File: config.mk
export PLATFORM = sky130hd
export DESIGN_NAME = instr_fetch
export DESIGN_NICKNAME = d
export VERILOG_FILES = /design/src/rtl/riscv_pkg.sv /design/src/rtl/fetch_queue.sv /design/src/rtl/instr_fetch.sv
export SDC_FILE = /design/constraint.sdc
export NUM_CORES = 1
export LEC_CHECK = 0
export ABC_AREA = 0
export BUFFER_PORTS_ARGS = -buffer_cell sky130_fd_sc_hd__buf_2
export CORE_MARGIN = 4
export CORE_UTILIZATION = 50
export DETAILED_ROUTE_END_ITERATION = 8
export PLACE_DENSITY = 0.73
export SYNTH_ARGS = -nofsm -noshare
export SYNTH_HDL_FRONTEND = slang
export SYNTH_SLANG_ARGS = --single-unit
File: constraint.sdc
create_clock -name CLK -period 5.3 [get_ports CLK]
set_input_delay 1.06 -clock CLK [delete_from_list [all_inputs] [get_ports CLK]]
set_output_delay 1.06 -clock CLK [all_outputs]
set_load 0.01 [all_outputs]
File: src/rtl/riscv_pkg.sv
// Shared definitions for the fetch stage and the decoder.
//   NOP_INSTR      : canonical NOP (addi x0, x0, 0), shown when no instruction is valid
//   opcode consts  : 7-bit major opcodes the decoder dispatches on
//   fetch_state_e  : fetch FSM encoding (IDLE=0, REQ=1, WAIT=2, DROP=3)
//   fetch_entry_t  : one buffered fetch result {instruction word, its PC}
package riscv_pkg;

    localparam logic [31:0] NOP_INSTR = 32'h0000_0013;

    localparam logic [6:0] LUI      = 7'b0110111;
    localparam logic [6:0] AUIPC    = 7'b0010111;
    localparam logic [6:0] JAL      = 7'b1101111;
    localparam logic [6:0] JALR     = 7'b1100111;
    localparam logic [6:0] BTYPE    = 7'b1100011;
    localparam logic [6:0] LOADS    = 7'b0000011;
    localparam logic [6:0] STORES   = 7'b0100011;
    localparam logic [6:0] ARITHM_I = 7'b0010011;
    localparam logic [6:0] ARITHM_R = 7'b0110011;

    typedef enum logic [1:0] {
        IDLE = 2'd0,
        REQ  = 2'd1,
        WAIT = 2'd2,
        DROP = 2'd3
    } fetch_state_e;

    typedef struct packed {
        logic [31:0] instr;
        logic [31:0] pc;
    } fetch_entry_t;

endpackage

File: src/rtl/fetch_queue.sv
// Small FIFO holding fetched {instruction, PC} pairs between memory and decode.
//   clk, rst_n : clock, asynchronous active-low reset (pointers/count only)
//   push       : write data_in at the tail
//   pop        : drop the head entry
//   flush      : empty the queue; overrides a concurrent push/pop
//   data_in    : entry to write
//   data_out   : current head entry (straight from storage registers)
//   count      : number of valid entries
// DEPTH must be a power of two so the pointers wrap naturally.
module fetch_queue #(
    parameter int WIDTH = 64,
    parameter int DEPTH = 2
) (
    input  logic                         clk,
    input  logic                         rst_n,
    input  logic                         push,
    input  logic                         pop,
    input  logic                         flush,
    input  logic [WIDTH-1:0]             data_in,
    output logic [WIDTH-1:0]             data_out,
    output logic [$clog2(DEPTH+1)-1:0]   count
);

    localparam int PW = (DEPTH > 1) ? $clog2(DEPTH) : 1;
    localparam int CW = $clog2(DEPTH + 1);

    logic [WIDTH-1:0] mem_q [DEPTH];
    logic [PW-1:0]    rd_ptr_q, rd_ptr_d;
    logic [PW-1:0]    wr_ptr_q, wr_ptr_d;
    logic [CW-1:0]    count_q, count_d;
    logic             pop_en;
    logic             push_en;

    // A push into a full queue is only legal when the head leaves in the same cycle.
    assign pop_en  = pop && (count_q != '0);
    assign push_en = push && ((count_q != CW'(DEPTH)) || pop_en);

    always_comb begin
        rd_ptr_d = rd_ptr_q;
        wr_ptr_d = wr_ptr_q;
        count_d  = count_q;
        if (flush) begin
            rd_ptr_d = '0;
            wr_ptr_d = '0;
            count_d  = '0;
        end else begin
            if (push_en) begin
                wr_ptr_d = wr_ptr_q + PW'(1);
            end
            if (pop_en) begin
                rd_ptr_d = rd_ptr_q + PW'(1);
            end
            count_d = count_q + CW'(push_en) - CW'(pop_en);
        end
    end

    always_ff @(posedge clk or negedge rst_n) begin
        if (!rst_n) begin
            rd_ptr_q <= '0;
            wr_ptr_q <= '0;
            count_q  <= '0;
        end else begin
            rd_ptr_q <= rd_ptr_d;
            wr_ptr_q <= wr_ptr_d;
            count_q  <= count_d;
        end
    end

    // Storage needs no reset: nothing reads an entry before it has been written.
    always_ff @(posedge clk) begin
        if (push_en && !flush) begin
            mem_q[wr_ptr_q] <= data_in;
        end
    end

    assign data_out = mem_q[rd_ptr_q];
    assign count    = count_q;

endmodule

File: src/rtl/instr_fetch.sv
// Instruction fetch stage: owns the PC, issues one word request at a time to
// instruction memory, buffers responses with their PC and hands them to decode.
//   CLK, RST_N             : clock, asynchronous active-low reset
//   IMEM_REQ/ADDR/GNT      : request handshake, address held until granted
//   IMEM_RVALID/RDATA      : response, at least one cycle after the grant
//   REDIRECT/REDIRECT_PC   : one-cycle redirect from execute, flushes stale work
//   INSTR/INSTR_PC         : head of the fetch queue (NOP / last PC when empty)
//   INSTR_VALID/READY      : decode handshake
//   ALIGN_ERR              : one-cycle pulse after a misaligned redirect target
module instr_fetch
    import riscv_pkg::*;
#(
    parameter logic [31:0] RESET_PC = 32'h0000_0000,
    parameter int          QDEPTH   = 2
) (
    input  logic        CLK,
    input  logic        RST_N,
    output logic        IMEM_REQ,
    output logic [31:0] IMEM_ADDR,
    input  logic        IMEM_GNT,
    input  logic        IMEM_RVALID,
    input  logic [31:0] IMEM_RDATA,
    input  logic        REDIRECT,
    input  logic [31:0] REDIRECT_PC,
    output logic [31:0] INSTR,
    output logic [31:0] INSTR_PC,
    output logic        INSTR_VALID,
    input  logic        INSTR_READY,
    output logic        ALIGN_ERR
);

    localparam int CW = $clog2(QDEPTH + 1);

    fetch_state_e  state_q, state_d;
    logic [31:0]   pc_q, pc_d;
    logic [31:0]   req_pc_q, req_pc_d;
    logic          outstanding_q, outstanding_d;
    logic          align_err_q, align_err_d;
    logic [31:0]   last_pc_q;

    logic [CW-1:0] q_count;
    fetch_entry_t  q_head;
    fetch_entry_t  q_in;
    logic          q_push;
    logic          q_pop;
    logic          q_valid;
    logic [CW:0]   inflight;
    logic          credit_ok;
    logic          grant;

    // Never request more than the queue can absorb, counting the in-flight word.
    assign inflight  = {1'b0, q_count} + {{CW{1'b0}}, outstanding_q};
    assign credit_ok = inflight < (CW + 1)'(QDEPTH);

    assign IMEM_REQ  = (state_q == REQ) && credit_ok;
    assign IMEM_ADDR = pc_q;
    assign grant     = IMEM_REQ && IMEM_GNT;

    assign q_valid = (q_count != '0);
    assign q_pop   = q_valid && INSTR_READY;
    assign q_in    = '{instr: IMEM_RDATA, pc: req_pc_q};

    always_comb begin
        state_d       = state_q;
        pc_d          = pc_q;
        req_pc_d      = req_pc_q;
        outstanding_d = outstanding_q;
        q_push        = 1'b0;
        align_err_d   = REDIRECT && (REDIRECT_PC[1:0] != 2'b00);

        case (state_q)
            IDLE: state_d = REQ;
            REQ: begin
                if (grant) begin
                    state_d       = WAIT;
                    outstanding_d = 1'b1;
                    req_pc_d      = pc_q;
                    pc_d          = pc_q + 32'd4;
                end
            end
            WAIT: begin
                if (IMEM_RVALID) begin
                    q_push        = 1'b1;
                    outstanding_d = 1'b0;
                    state_d       = REQ;
                end
            end
            DROP: begin
                if (IMEM_RVALID) begin
                    outstanding_d = 1'b0;
                    state_d       = REQ;
                end
            end
            default: state_d = IDLE;
        endcase

        // Redirect wins: new PC, nothing pushed, and any word still owed by
        // memory becomes stale so it must be swallowed in DROP. A response
        // arriving in the same cycle retires the owed word, so DROP is skipped.
        if (REDIRECT) begin
            pc_d   = {REDIRECT_PC[31:2], 2'b00};
            q_push = 1'b0;
            if (state_q == IDLE) begin
                state_d = IDLE;
            end else if ((state_q == REQ) && grant) begin
                state_d = DROP;
            end else if ((state_q == WAIT) && !IMEM_RVALID) begin
                state_d = DROP;
            end
        end
    end

    always_ff @(posedge CLK or negedge RST_N) begin
        if (!RST_N) begin
            state_q       <= IDLE;
            pc_q          <= RESET_PC;
            req_pc_q      <= RESET_PC;
            outstanding_q <= 1'b0;
            align_err_q   <= 1'b0;
            last_pc_q     <= 32'h0000_0000;
        end else begin
            state_q       <= state_d;
            pc_q          <= pc_d;
            req_pc_q      <= req_pc_d;
            outstanding_q <= outstanding_d;
            align_err_q   <= align_err_d;
            last_pc_q     <= INSTR_PC;
        end
    end

    fetch_queue #(
        .WIDTH (64),
        .DEPTH (QDEPTH)
    ) u_queue (
        .clk      (CLK),
        .rst_n    (RST_N),
        .push     (q_push),
        .pop      (q_pop),
        .flush    (REDIRECT),
        .data_in  (q_in),
        .data_out (q_head),
        .count    (q_count)
    );

    // When empty, decode sees a NOP while the PC output keeps its last value.
    assign INSTR_VALID = q_valid;
    assign INSTR       = q_valid ? q_head.instr : NOP_INSTR;
    assign INSTR_PC    = q_valid ? q_head.pc    : last_pc_q;
    assign ALIGN_ERR   = align_err_q;

endmodule

==> key figures, run 1 <==
Setup path
  • CP arrival: 2.58 ns
  • Setup crit end kind: output pin
  • CP Class: reg -> out
  • Flop2flop setup slack: 2.44 ns
  • Critical path launch point type: flop
  • Crit-path max FO: 60
  • Worst Path Required: 4.24 ns

Outcome
  • Status: complete, no violations

Drt
  • ANT nets after route: 0
  • WL final: 18.5 mm
  • Drt drc: 0
  • DR iter-0 viols: 266
  • Wirelength per Cell: 17.6 um
  • Vias per cell: 5.22
  • Router iterations before antenna repair: 5
  • Vias post-DR: 5477

Layout
  • Share of cells above drive strength 1: 30.1%
  • Final Core Density: 61.4%
  • Filler Cells Inserted: 1364
  • Design area: 10700 sq um
  • Synthesis-to-finish area growth: 19.7%
  • Storage cell area: 6230 sq um
  • Multi-input logic area: 2510 sq um
  • N_diodes: 0
  • Layout Nets: 882

STA
  • Hold_ws: 0.463 ns
  • RSZ-0062 raised after global routing: false
  • Relative slew slack: 26.8%
  • Fin. max-slew vios: 0
  • Setup_tns: 0 ns
  • Worst Clk Skew: 0.00963 ns
  • Worst-margin pin slew: 1.10 ns
  • Final period util: 68.7%
  • Minimum clock period: 3.64 ns
  • Worst Slack Setup Final: 1.66 ns
  • Fmax achieved: 0.275 GHz
  • Hold Vio Cnt, Final: 0
  • # setup viols final: 0

Global routing
  • GRT Total Usage: 18.7%
  • Initial antenna violation count: 1
  • First-pass GRT wire length: 30.0 mm
  • Grt ovf: 0
  • Vias in the first global route: 5636
  • Largest net degree at the start of global routing: 79

Yosys
  • Yosys warns: 0
  • Yosys cell types: 36
  • Avg Cell Area, Syn: 13.8 sq um
  • Synthesized area: 8910 sq um
  • Mapped Cells: 644
  • Post-synthesis sequential area ratio: 69.9%
  • Yosys reg bits: 224

Placement
  • IO buf count: 166
  • Dpl cell area: 9940 sq um
  • Gpl congestion: 0.819
  • DP Wirelength: 12.6 mm
  • Dpl ws: 1.77 ns

Floorplanning
  • Placeable Area: 17400 sq um
  • Initial Utilization: 51.3%
  • Die H: 142 um
  • Die footprint: 20000 sq um
  • Rows: 48
  • Num ports: 169
  • Die width: 142 um

Clocking
  • Total clock sinks: 224
  • Max Root-Sink Buffers: 3
  • TritonCTS Buffers: 23
  • Root buf cell: clkbuf_16
  • CTS clock-pin slew for the worst setup and hold paths: 0.06 ns
  • CTS tree: done
  • Cts repair resizes: 0
  • Post-CTS Setup Inserts: 0
  • Hold_buf cts: 0
  • H-tree depth: 1
  • Worst skew pair latency: 0.49 ns

Pwr
  • Leak: 4.28 nW
  • Cell Pwr Density: 508 nW/um^2
  • Peak VDD IR: 0.000258 V

Flow run
  • Max-Cap Viols: 0

Min path
  • Hold Path Class: reg -> reg
cell families after synthesis:
kind of cell,Yosys count,synth area share [%]
DFF,224,69.9
and+or+nand+nor,186,10.4
muxes,86,9.98
AOI/OAI and AO/OA,69,3.94
buffers and inverters,43,2.16
xor gates and xnor gates,32,3.14
adders and majority gates,3,0.421
other,1,0.0421
flip-flops by register name (all words and copies together), names as in the netlist, 2 cells and up:
register,count
last_pc_q,32
state_q,2
IMEM_ADDR,30
u_queue.mem_q,124
u_queue.count,2
req_pc_q,30
cells in the mapped netlist, drive strengths merged:
library cell	n	area, sq um
o22a	1	8.76
or2	1	6.26
nor2b	2	12.5
nand3	8	40.0
o21ai	66	330
nor4	13	138
buf	15	87.6
nor3	7	35.0
and4	5	43.8
dfrtp	100	2500
xor2	3	26.3
a21oi	1	5.00
clkbuf	18	67.6
inv	10	37.5
and3	5	32.5
mux2	23	259
xnor2	29	254
nor2	38	143
ha	3	37.5
mux2i	63	631
o21a	1	7.51
nor3b	3	33.8
and2	7	43.8
conb	1	3.75
nand4	7	65.1
edfxtp	124	3720
nand2	90	338
path summary, 6_finish.rpt:
path,startpoint,to,depth (start not counted)
min reg2reg,req_pc_q[21]$_DFFE_PN0N_,u_queue.mem_q[1][21]$_DFFE_PP_,0
min in group asynchronous,RST_N,last_pc_q[15]$_DFF_PN0_,1
max,u_queue.count[1]$_DFF_PN0_,INSTR_PC[19],4
min,req_pc_q[21]$_DFFE_PN0N_,u_queue.mem_q[1][21]$_DFFE_PP_,0
max reg2reg,u_queue.count[1]$_DFF_PN0_,u_queue.mem_q[1][12]$_DFFE_PP_,4
max in group asynchronous,RST_N,u_queue.rd_ptr_q$_DFFE_PN0P_,2
per-stage QoR:
stage	total power, mW	instances
floorplan	3.36	645
CTS	5.49	1050
detailed placement	3.96	1009
finish	5.42	1050
global route	5.76	1050
global placement	3.90	1009
metal layers:
metal / track usage (%) / vias up / routed length [um]
met5: 0 / - / 13
met4: 3.69 / 2 / 202
met3: 4.01 / 19 / 1550
met2: 30.6 / 191 / 8600
met1: 26.2 / 2635 / 8090
li1: - / 2630 / -
report_power, final:
group | internal [mW] | switching, mW | leakage, nW
clock | 0.901 | 0.614 | 0.358
sequential | 2.21 | 0.259 | 2.35
combinational | 0.614 | 0.822 | 1.57
area by class of cell:
cell class	instances	area share, %
well taps	225	2.64
clock inverters	10	0.739
repair buffers	172	8.24
inverters	10	0.352
multi-input cells	378	23.6
clock buffers	31	6.05
flip-flops and latches	224	58.4
layout by cell type (no fill, tap or decap), types with 6 or more instances in the layout:
| cell | count |
|---|---|
| nor4_2 | 9 |
| inv_1 | 10 |
| nor2_1 | 37 |
| nand3_1 | 8 |
| edfxtp_1 | 124 |
| o21ai_1 | 27 |
| mux2i_1 | 63 |
| buf_4 | 7 |
| xnor2_1 | 29 |
| buf_2 | 165 |
| clkbuf_16 | 23 |
| nand2_1 | 90 |
| and2_1 | 6 |
| mux2_2 | 23 |
| o21ai_0 | 39 |
| dfrtp_1 | 99 |
| nor3_1 | 7 |
worst max-delay path, stage by stage, from the launching register on:
cell	delay, ns
dfrtp_1	0.46
nor2_4	0.56
buf_4	0.58
o21ai_0	0.25
buf_2	0.19
No activity file was read; power rests on OpenSTA's default activity.
==> run 2, diff against run 1 <==
==> constraint.sdc (replaced) <==
create_clock -name CLK -period 3.77 [get_ports CLK]
set_input_delay 0.754 -clock CLK [delete_from_list [all_inputs] [get_ports CLK]]
set_output_delay 0.754 -clock CLK [all_outputs]
set_load 0.01 [all_outputs]
==> run 2 against run 1 <==
  * Cell count increased by 0.29%
  * Setup slack lost 0.88 ns
  * Highest routed layer unchanged
  * Routed wire length rose by 2.5%
==> key figures, run 2 (synthesis gave the netlist of run 1 again) <==
Drt
  • Wirelength per Cell: 18.0 um (+2.2%)
  • Drt drc: 0 (unchanged)
  • ANT nets after route: 0 (unchanged)
  • Vias per cell: 5.25 (+0.61%)
  • Vias post-DR: 5526 (+0.89%)
  • DR iter-0 viols: 291 (+9.4%)
  • WL final: 18.9 mm (+2.5%)
  • Router iterations before antenna repair: 4 (-1)

Setup path
  • Setup crit end kind: output pin
  • Crit path cell chain: nor2_4 -> buf_4 -> nand2_1 -> o21ai_0 -> buf_2
  • CP arrival: 2.24 ns (-0.34 ns)
  • Slowest CP cell: dfrtp_1
  • Crit-path leading delay family: buffers and inverters
  • CP Class: reg -> out
  • Crit-path max cell delay: 0.46 ns (-0.12 ns)
  • Buf+Inv Stages, Crit Path: 2 (unchanged)
  • Crit-path max FO: 36 (-40%)
  • Critical path launch point type: flop
  • Worst Path Required: 3.02 ns (-1.22 ns)

Global routing
  • First-pass GRT wire length: 30.3 mm (+1.1%)
  • GRT Total Usage: 18.9% (+0.25 points)
  • Vias in the first global route: 5636 (unchanged)
  • Largest net degree at the start of global routing: 69 (-13%)
  • Grt ovf: 0 (unchanged)
  • Initial antenna violation count: 1 (unchanged)

STA
  • Minimum clock period: 2.99 ns
  • Hold Vio Cnt, Final: 0 (unchanged)
  • # setup viols final: 0 (unchanged)
  • Worst-margin pin slew: 0.660 ns (-0.439 ns)
  • RSZ-0062 raised after global routing: false
  • Setup_tns: 0 ns (unchanged)
  • Final period util: 79.4%
  • Hold_ws: 0.240 ns (-0.224 ns)
  • Relative slew slack: 56.0% (+29 points)
  • Worst Clk Skew: 0.0107 ns (+0.00104 ns)
  • Fmax achieved: 0.334 GHz
  • Fin. max-slew vios: 0 (unchanged)

Layout
  • N_diodes: 0 (unchanged)
  • Storage cell area: 6230 sq um (unchanged)
  • Share of cells above drive strength 1: 30.6% (+0.49 points)
  • Layout Nets: 885 (+0.34%)
  • Top Registers: u_queue.mem_q (124), last_pc_q (32)
  • Commonest non-fill, non-tap cell in the layout: buf_2
  • Filler Cells Inserted: 1366 (+0.15%)
  • Largest register FFs: 124 (unchanged)
  • Synthesis-to-finish area growth: 20.9%
  • Biggest register: u_queue.mem_q
  • Multi-input logic area: 2510 sq um (unchanged)
  • Commonest non-fill, non-tap cells in the layout: 165 x buf_2, 124 x edfxtp_1, 99 x dfrtp_1

Floorplanning
  • Initial Utilization: 51.3% (unchanged)
  • Die H: 142 um (unchanged)
  • Placeable Area: 17400 sq um (unchanged)
  • Rows: 48 (unchanged)
  • Die footprint: 20000 sq um (unchanged)
  • Num ports: 169 (unchanged)
  • Die width: 142 um (unchanged)

Pwr
  • Cell Pwr Density: 731 nW/um^2 (+44%)
  • Peak VDD IR: 0.000437 V (+70%)
  • Leak: 4.33 nW (+1.2%)

Clocking
  • H-tree depth: 1 (unchanged)
  • Worst skew pair latency: 0.49 ns (about the same)
  • Post-CTS Setup Inserts: 0 (unchanged)
  • Cts repair resizes: 0 (unchanged)
  • TritonCTS Buffers: 22 (-4.3%)
  • Hold_buf cts: 0 (unchanged)
  • Root buf cell: clkbuf_16
  • Max Root-Sink Buffers: 3 (unchanged)
  • CTS tree: done
  • Total clock sinks: 224 (unchanged)
  • CTS clock-pin slew for the worst setup and hold paths: 0.06 ns (about the same)

Min path
  • Hold Path Class: in -> async

Placement
  • DP Wirelength: 12.9 mm (+2.6%)
  • IO buf count: 166 (unchanged)
  • Gpl congestion: 0.833 (+1.6%)

Flow run
  • Max-Cap Viols: 0 (unchanged)

Outcome
  • Status: complete, no violations
==> run 2: cell types whose count changed in the layout (fill, tap and decap cells not counted), sizes merged <==
cell,previous run,this run
clkinv,8,7
buf,172,176
bufinv,1,4
clkbuf,31,28
==> run 2: layer usage <==
metal / share of wire [%] / track usage (%) / vias to the layer above
met5: 0.069 / 0 / -
met4: 1.0 / 3.08 / 2
met3: 7.4 / 3.98 / 20
met2: 47 / 31.0 / 187
met1: 44 / 27.0 / 2686
li1: - / - / 2631
==> run 2: layout make-up <==
| cell class | count | area share [%] |
|---|---|---|
| sequential | 224 | 57.8 |
| timing repair buffer | 176 | 8.66 |
| clock inverter | 12 | 1.53 |
| multi-input combinational | 378 | 23.3 |
| inverter | 10 | 0.348 |
| clock buffer | 28 | 5.70 |
| tap | 225 | 2.61 |
==> run 2: per-stage QoR <==
step | instances | setup WS [ns] | utilization (%) | power, mW | instance area (sq um)
detailed placement | 1013 | 1.09 | 57.6 | 5.63 | 10000
finish | 1053 | 0.777 | 62.1 | 7.88 | 10800
global route | 1053 | 0.618 | 62.1 | 8.32 | 10800
floorplan | 645 | 0.404 | - | 4.72 | 8920
global placement | 1013 | 1.19 | 57.6 | 5.55 | 10000
CTS | 1053 | 0.730 | 62.1 | 7.95 | 10800
==> run 2: final timing paths <==
path	cells past startpoint	slack, ns	start	to
max	5	0.78	u_queue.count[1]$_DFF_PN0_	INSTR_PC[20]
min	1	0.24	RST_N	IMEM_ADDR[13]$_DFFE_PN0P_
max reg2reg	10	1.12	u_queue.count[1]$_DFF_PN0_	u_queue.count[1]$_DFF_PN0_
min reg2reg	0	0.47	req_pc_q[13]$_DFFE_PN0N_	u_queue.mem_q[1][13]$_DFFE_PP_
max in group asynchronous	2	2.68	RST_N	IMEM_ADDR[22]$_DFFE_PN0P_
min in group CLK	1	0.45	IMEM_RDATA[28]	u_queue.mem_q[0][60]$_DFFE_PP_
==> run 2: worst reg2reg max path, stage by stage (launching register included) <==
cell     delay (ns)
dfrtp_1        0.46
nor2_4         0.37
buf_4          0.41
inv_1          0.17
and2_1         0.21
ha_1           0.28
inv_1          0.04
ha_1           0.19
xor2_1         0.16
xnor2_1        0.14
nor2_1         0.06
==> run 2: power by group <==
part           internal, mW  leakage, nW  switching, mW
Clock                  1.43        0.383          0.877
Sequential             3.11         2.35          0.319
Combinational         0.877         1.60           1.26
==> run 3, diff against run 2 <==
==> constraint.sdc (replaced) <==
create_clock -name CLK -period 2.9 [get_ports CLK]
set_input_delay 0.58 -clock CLK [delete_from_list [all_inputs] [get_ports CLK]]
set_output_delay 0.58 -clock CLK [all_outputs]
set_load 0.01 [all_outputs]
==> run 3 against run 2 <==
  * Sequential share of layout area is 0.15 points lower
  * Count of clock-buffer cells in the layout rose by 4
  * Register-to-register slack got worse by 0.31 ns
  * First-iteration DRC count down 5.8%
  * Total power up 28%
  * Sequential cell count is the same
  * Sequential power increased by 29%
  * Final area grew 0.27%
  * Setup slack worse by 0.60 ns
  * Combinational power is 33% higher
  * Die area stayed put
  * Global-route usage is 0.16 points higher
  * Critical endpoint is now INSTR[7]
==> key figures, run 3 (synthesis gave the netlist of run 1 again) <==
Outcome
  • Status: complete, no violations

Min path
  • Hold Path Class: in -> async

STA
  • Hold_ws: 0.157 ns (-0.0825 ns)
  • RSZ-0062 raised after global routing: false
  • Fmax achieved: 0.367 GHz
  • Relative slew slack: 48.7% (-7.3 points)
  • Final period util: 94.0%
  • Worst Clk Skew: 0.0122 ns (+0.00150 ns)
  • Worst-margin pin slew: 0.770 ns (+0.110 ns)
  • Hold Vio Cnt, Final: 0 (unchanged)
  • Fin. max-slew vios: 0 (unchanged)
  • Setup_tns: 0 ns (unchanged)
  • Minimum clock period: 2.73 ns
  • # setup viols final: 0 (unchanged)

Drt
  • Router iterations before antenna repair: 5 (+1)
  • Drt drc: 0 (unchanged)
  • WL final: 19.0 mm (+0.53%)
  • DR iter-0 viols: 274 (-5.8%)
  • Vias per cell: 5.26 (+0.22%)
  • Vias post-DR: 5554 (+0.51%)
  • ANT nets after route: 0 (unchanged)
  • Wirelength per Cell: 18.0 um (+0.24%)

Layout
  • N_diodes: 0 (unchanged)
  • Top Registers: u_queue.mem_q (124), last_pc_q (32)
  • Layout Nets: 888 (+0.34%)
  • Commonest non-fill, non-tap cell in the layout: buf_2
  • Biggest register: u_queue.mem_q
  • Commonest non-fill, non-tap cells in the layout: 165 x buf_2, 124 x edfxtp_1, 99 x dfrtp_1
  • Share of cells above drive strength 1: 30.8% (+0.25 points)
  • Synthesis-to-finish area growth: 21.2%
  • Largest register FFs: 124 (unchanged)
  • Design area: 10800 sq um (+0.27%)
  • Filler Cells Inserted: 1337 (-2.1%)
  • Final Core Density: 62.2% (+0.17 points)

Setup path
  • Setup crit end kind: output pin
  • Worst r2r dst: u_queue.count[1]$_DFF_PN0_
  • Worst reg2reg startpoint: u_queue.count[1]$_DFF_PN0_
  • Critical Path Sink: INSTR[7]
  • R2r worst-path depth: 9 (-1)
  • Flop2flop setup slack: 0.81 ns (-0.31 ns)
  • Critical path launch point type: flop
  • CP arrival: 2.15 ns (-0.09 ns)
  • CP Class: reg -> out
  • Crit-path max FO: 24 (-33%)
  • Crit path from: u_queue.rd_ptr_q$_DFFE_PN0P_
  • Worst Path Required: 2.32 ns (-0.70 ns)

Flow run
  • Max-Cap Viols: 0 (unchanged)

Pwr
  • Leak: 4.35 nW (+0.25%)
  • Pwr Total: 10.1 mW (+28%)
  • Peak VDD IR: 0.000600 V (+37%)
  • Cell Pwr Density: 932 nW/um^2 (+28%)

Placement
  • DP Wirelength: 13.1 mm (+1.7%)
  • Dpl cell area: 10100 sq um (+0.73%)
  • IO buf count: 166 (unchanged)
  • Gpl congestion: 0.873 (+4.8%)

Clocking
  • Root buf cell: clkbuf_16
  • Post-CTS Setup Inserts: 0 (unchanged)
  • Hold_buf cts: 0 (unchanged)
  • Worst skew pair latency: 0.49 ns (about the same)
  • CTS tree: done
  • Total clock sinks: 224 (unchanged)
  • CTS clock-pin slew for the worst setup and hold paths: 0.06 ns (about the same)
  • Cts repair resizes: 0 (unchanged)
  • H-tree depth: 1 (unchanged)
  • TritonCTS Buffers: 22 (unchanged)
  • Max Root-Sink Buffers: 3 (unchanged)

Floorplanning
  • Num ports: 169 (unchanged)
  • Die footprint: 20000 sq um (unchanged)
  • Die H: 142 um (unchanged)
  • Die width: 142 um (unchanged)
  • Initial Utilization: 51.3% (unchanged)
  • Placeable Area: 17400 sq um (unchanged)
  • Rows: 48 (unchanged)

Global routing
  • First-pass GRT wire length: 30.6 mm (+1.0%)
  • Largest net degree at the start of global routing: 69 (unchanged)
  • Initial antenna violation count: 1 (unchanged)
  • Vias in the first global route: 5841 (+3.6%)
  • GRT Total Usage: 19.1% (+0.16 points)
  • Grt ovf: 0 (unchanged)
run 3: cell types whose count changed in the layout (fill, tap and decap cells not counted), sizes merged:
cell    change
buf         +3
bufinv      -3
clkbuf      +4
clkinv      -1
run 3: critical path: stages (launching register included):
cell     delay, ns
dfrtp_4       0.67
buf_12        0.25
buf_12        0.23
mux2i_1       0.26
nor2_1        0.06
buf_2         0.16
run 3: worst min-delay path by stage:
stage | end | startpoint | depth (start not counted)
2_1_floorplan | ALIGN_ERR$_DFF_PN0_ | RST_N | 0
3_5_place_dp | u_queue.mem_q[0][3]$_DFFE_PP_ | req_pc_q[3]$_DFFE_PN0N_ | 0
6_report | req_pc_q[11]$_DFFE_PN0N_ | RST_N | 1
5_1_grt | req_pc_q[11]$_DFFE_PN0N_ | RST_N | 1
4_1_cts | req_pc_q[11]$_DFFE_PN0N_ | RST_N | 1
3_3_place_gp | u_queue.mem_q[1][3]$_DFFE_PP_ | req_pc_q[3]$_DFFE_PN0N_ | 0
run 3: metrics by stage:
step | setup slack, ns | std cells
after global routing | 0.0519 | 1056
final | 0.174 | 1056
after floorplan | 0.374 | 645
after CTS | 0.125 | 1056
after detailed placement | 0.664 | 1016
after global placement | 0.740 | 1016
run 3: metal layers:
| layer | part of all wire, % | up-vias | global-route usage [%] | routed length (um) |
|---|---|---|---|---|
| met3 | 7.3 | 28 | 4.48 | 1380 |
| met1 | 42 | 2694 | 25.3 | 8050 |
| met5 | 0.068 | - | 0 | 13 |
| met2 | 48 | 195 | 32.5 | 9200 |
| met4 | 1.9 | 2 | 3.99 | 365 |
| li1 | - | 2635 | - | - |
run 3: final cells by class:
type / instances / area (sq um) / share of cell area, %
flip-flops and latches: 224 / 6230 / 57.7
repair buffers: 179 / 1010 / 9.31
clock buffers: 32 / 669 / 6.20
well taps: 225 / 282 / 2.61
multi-input cells: 378 / 2510 / 23.3
clock inverters: 8 / 66.3 / 0.614
inverters: 10 / 37.5 / 0.347
run 3: power by group:
group          total, mW  switching [mW]  internal, mW
sequential          4.42           0.380          4.04
combinational       2.84            1.68          1.16
clock               2.81            1.12          1.69
total               10.1            3.18          6.89
